<file path="config.mk">
export PLATFORM = sky130hd
export DESIGN_NAME = ir_key_input_reg
export DESIGN_NICKNAME = d
export VERILOG_FILES = /design/src/rtl/ir_key_input_reg.sv
export SDC_FILE = /design/constraint.sdc
export NUM_CORES = 1
export LEC_CHECK = 0
export CAP_MARGIN = 20
export CELL_PAD_IN_SITES_DETAIL_PLACEMENT = 0
export CELL_PAD_IN_SITES_GLOBAL_PLACEMENT = 1
export CORE_MARGIN = 2
export CORE_UTILIZATION = 44
export CTS_CLUSTER_SIZE = 10
export DETAILED_ROUTE_END_ITERATION = 10
export PLACE_DENSITY = 0.87
export REMOVE_ABC_BUFFERS = 1
export SLEW_MARGIN = 20
export SYNTH_ARGS = -nofsm -noshare
export SYNTH_HDL_FRONTEND = slang
export SYNTH_SLANG_ARGS = --single-unit
</file>
<file path="constraint.sdc">
create_clock -name iCLK -period 6.55 [get_ports iCLK]
set_input_delay 1.31 -clock iCLK [delete_from_list [all_inputs] [get_ports iCLK]]
set_output_delay 1.31 -clock iCLK [all_outputs]
set_load 0.02 [all_outputs]
</file>
<file path="src/rtl/ir_key_input_reg.sv">
// Validated NEC key-code input register for the processor input port, with held-key repeat
// suppression. Define IR_ADDR_CHECK_EN to also require the frame custom code to match CUSTOM_CODE.
module ir_key_input_reg #(
  parameter int unsigned CLK_HZ      = 50_000_000,
  parameter int unsigned HOLD_MS     = 120,
  parameter logic [15:0] CUSTOM_CODE = 16'h6B86
) (
  input  logic        iCLK,
  input  logic        iRST_n,
  input  logic        iDATA_READY,
  input  logic [31:0] iDATA,
  input  logic        iRD,
  output logic [7:0]  oKEY,
  output logic        oVALID,
  output logic        oOVR,
  output logic [16:0] oDATA,
  output logic [7:0]  oERR_CNT
);

  localparam int unsigned HOLD_CYC = (CLK_HZ / 1000) * HOLD_MS;
  localparam int unsigned TimerW   = $clog2(HOLD_CYC + 1);
  localparam logic [TimerW-1:0] HoldReload = TimerW'(HOLD_CYC - 1);

  typedef enum logic [1:0] {StIdle, StCheck, StHold} state_e;

  state_e              state_q;
  logic                ready_q;
  logic [31:0]         frame_q;
  logic                from_hold_q;
  logic [7:0]          last_key_q;
  logic [TimerW-1:0]   timer_q;
  logic [7:0]          key_q;
  logic                valid_q;
  logic                ovr_q;
  logic [7:0]          err_q;

  logic                rise;
  logic [7:0]          frame_key;
  logic                good;
  logic                timer_zero;

  assign rise       = iDATA_READY & ~ready_q;
  assign frame_key  = frame_q[23:16];
  assign timer_zero = (timer_q == '0);

`ifdef IR_ADDR_CHECK_EN
  assign good = (frame_q[31:24] == ~frame_q[23:16]) && (frame_q[15:0] == CUSTOM_CODE);
`else
  logic unused_code;
  assign unused_code = ^{CUSTOM_CODE, frame_q[15:0]};
  assign good = (frame_q[31:24] == ~frame_q[23:16]);
`endif

  always_ff @(posedge iCLK or negedge iRST_n) begin
    if (!iRST_n) begin
      state_q     <= StIdle;
      ready_q     <= 1'b0;
      frame_q     <= '0;
      from_hold_q <= 1'b0;
      last_key_q  <= '0;
      timer_q     <= '0;
      key_q       <= '0;
      valid_q     <= 1'b0;
      ovr_q       <= 1'b0;
      err_q       <= '0;
    end else begin
      ready_q <= iDATA_READY;
      // Read clears flags; an accept in the same cycle overrides below.
      if (iRD) begin
        valid_q <= 1'b0;
        ovr_q   <= 1'b0;
      end
      unique case (state_q)
        StIdle: begin
          if (rise) begin
            frame_q     <= iDATA;
            from_hold_q <= 1'b0;
            state_q     <= StCheck;
          end
        end
        StHold: begin
          if (rise) begin
            frame_q     <= iDATA;
            from_hold_q <= 1'b1;
            state_q     <= StCheck;
            if (!timer_zero) timer_q <= timer_q - 1'b1;
          end else if (timer_zero) begin
            state_q    <= StIdle;
            last_key_q <= '0;
          end else begin
            timer_q <= timer_q - 1'b1;
          end
        end
        StCheck: begin
          if (good) begin
            if (!from_hold_q || (frame_key != last_key_q)) begin
              key_q      <= frame_key;
              last_key_q <= frame_key;
              valid_q    <= 1'b1;
              ovr_q      <= ~iRD & (ovr_q | valid_q);
            end
            timer_q <= HoldReload;
            state_q <= StHold;
          end else begin
            if (err_q != 8'hFF) err_q <= err_q + 8'd1;
            state_q <= from_hold_q ? StHold : StIdle;
            if (!timer_zero) timer_q <= timer_q - 1'b1;
          end
        end
        default: state_q <= StIdle;
      endcase
    end
  end

  assign oKEY     = key_q;
  assign oVALID   = valid_q;
  assign oOVR     = ovr_q;
  assign oERR_CNT = err_q;
  assign oDATA    = {7'b0, ovr_q, valid_q, key_q};

endmodule
</file>
==> reports/qor.csv <==
metric;value;unit
final_cell_area;4270;um^2
fillers;762;
cts_root_buffer;clkbuf_8;
reg2reg_slack;4050;ps
postSynthCellCount;310;
numPlacedInstances;440;
finalWirelength;6.81;mm
cts_tree;yes;
ys_ff_latch;69;
num_vias;2466;
dpl_cell_area;4050;um^2
hold_class;register to register;
p_leak;1.84;nW
overflow;0;
rsz0062_at_grt;no;
clock_latency;340;ps
synth_ff_type;dfrtp_1;
worstReg2RegEnd;oKEY[4]$_DFFE_PN0P_;
mostFrequentLayoutCell;dfrtp_1;
multi_input_area;1670;um^2
clk_pin_slew;80;ps
io_buffers;47;
ctsResizeCount;0;
slew_viol_final;0;
worstSetupPathType;input port to register;
antenna_found_initial;0;
post-synth-top-area-fraction;47.6;%
final.period_utilization;48.1;%
min_delay_path_depth;1;
clockBufferDepth;2;
place_congestion;0.729;
crit_buf_inv;1;
setup_viol;0;
min_from;oERR_CNT[7]$_DFFE_PN0P_;
drt_iter0_markers;73;
post_cts_buffers;0;
fp.dieW;94.8;um
first_global_vias;2471;
maxCapViolations;0;
final.min_clock_period;3150;ps
ir_drop;0.000291;V
worst_pin_slew;885;ps
relSlewSlack;41.0;%
seq_area_frac_synth;47.6;%
dr.pass1.iters;4;
grt_max_degree;70;
die_area;8990;um^2
worst-r2r-cell-count;6;
initial_utilization;44.8;%
crit_path_max_fanout;16;
drc;0;
tns;0;ps
arrival;3370;ps
hold_end;oERR_CNT[7]$_DFFE_PN0P_;
track_usage;16.8;%
vias_per_cell;5.41;
drive_gt1_share;12.5;%
die_h;94.8;um
fmax;318;MHz
reg2reg_from;state_q[1]$_DFFE_PN0P_;
ios;71;
grt_pass1_wl;11.9;mm
ys_types;57;
synthTopCellsByArea;dfrtp_1 (48%), mux2_1 (5.9%), xor2_1 (5.1%), buf_4 (3.7%), ha_1 (2.4%);
wl_per_cell;14.9;um
crit_slowest_cell;o21a_1;
power.density;455;nW/um^2
start_kind;input port;
skew;8.99;ps
synth_edf_count;0;
syn_area;3630;um^2
pre_cts_slack;3010;ps
final_cell_mix;dfrtp_1 (69), clkdlybuf4s50_1 (46), xor2_1 (21);
num_rows;33;
hold_viol_final;0;
hold_buffers;0;
holdWs;509;ps
ant_nets;0;
hpwl;4.60;mm
ys_async_sr_fraction;100;%
status;finished clean;
fin_cells;456;
avgSynthCellArea;11.7;um^2
post-synth-top-area-cell;dfrtp_1;
antennaDiodeCount;0;
critPathCaptureType;register;
core;8090;um^2
cts.htree.levels;3;
crit_family;compound AO/OA/AOI/OAI gates;
nNetsFinal;389;
tritoncts.num_buffers;9;
cp.required;6770;ps
regArea;1730;um^2
clkSinkCount;69;
synth_warnings;0;
area_growth;17.7;%
path_cells;clkdlybuf4s50_1, nor2b_1, o21a_1, mux2_2;
cp_slowest_stage_delay;690;ps
setup_ws;3400;ps
==> state kept, by name (all words and copies together) (netlist names) <==
name / flops
timer_q: 23
frame_q: 16
last_key_q: 8
oERR_CNT: 8
oKEY: 8
state_q: 2
from_hold_q: 1
oOVR: 1
oVALID: 1
ready_q: 1
==> stage by stage <==
step | power, mW | utilization [%]
5_1_grt | 2.08 | 52.8
3_5_place_dp | 1.57 | 50.0
3_3_place_gp | 1.54 | 50.0
2_1_floorplan | 1.30 | -
6_report | 1.94 | 52.8
4_1_cts | 1.96 | 52.8
==> logic make-up after synthesis <==
group	Yosys count	synth area share, %
mux	26	8.04
simple gates	87	15.8
other cells	1	0.103
fa+ha+maj	7	2.41
xor+xnor	29	7.00
compound gates	53	12.0
buf+inv	38	7.11
flops	69	47.6
==> worst register-to-register path: cells and delay by family (launching register included) <==
kind | cells | cell delay [ps]
AND/OR/NAND/NOR | 2 | 950
adder cells (fa/ha/maj) | 1 | 300
multiplexers | 1 | 400
flip-flops | 1 | 400
buffers and inverters | 2 | 330
==> cells in the mapped netlist (7+ instances only) <==
cell type	instances
dfrtp_1	69
buf_4	18
xor2_1	21
a32o_1	8
nor2_1	9
o31ai_1	11
nand3_1	9
xnor2_1	8
a21oi_1	7
mux2_1	19
or4_1	10
inv_1	7
nand2_1	14
nand4_1	7
ha_1	7
==> area by class of cell <==
| type | instances | share of cell area (%) |
|---|---|---|
| clock buffers | 9 | 2.90 |
| clock inverters | 7 | 2.29 |
| inverters | 8 | 1.03 |
| multi-input cells | 209 | 39.0 |
| flip-flops and latches | 69 | 40.4 |
| well taps | 105 | 3.08 |
| repair buffers | 49 | 11.3 |
==> layer usage <==
metal | track usage [%] | vias to the layer above | routed length (um)
li1 | - | 1191 | -
met1 | 22.3 | 1219 | 3090
met2 | 26.7 | 46 | 3340
met3 | 3.83 | 10 | 236
met4 | 6.64 | 0 | 135
met5 | 0 | - | 0
==> power by group <==
| group | switching [mW] | internal [mW] |
|---|---|---|
| clock | 0.169 | 0.216 |
| sequential | 0.179 | 0.585 |
| combinational | 0.413 | 0.378 |
| total | 0.762 | 1.18 |
==> how the worst max path moves through the flow <==
| stage | slack, ps | cells past startpoint | to | startpoint |
|---|---|---|---|---|
| 2_1_floorplan | 3820 | 3 | frame_q[16]$_DFFE_PN0P_ | iDATA_READY |
| 3_3_place_gp | 3060 | 4 | frame_q[29]$_DFFE_PN0P_ | iDATA_READY |
| 3_5_place_dp | 3010 | 4 | frame_q[29]$_DFFE_PN0P_ | iDATA_READY |
| 4_1_cts | 3390 | 4 | frame_q[19]$_DFFE_PN0P_ | iDATA_READY |
| 5_1_grt | 3280 | 4 | frame_q[19]$_DFFE_PN0P_ | iDATA_READY |
| 6_report | 3400 | 4 | frame_q[19]$_DFFE_PN0P_ | iDATA_READY |
(Power assumes the default switching activity.)
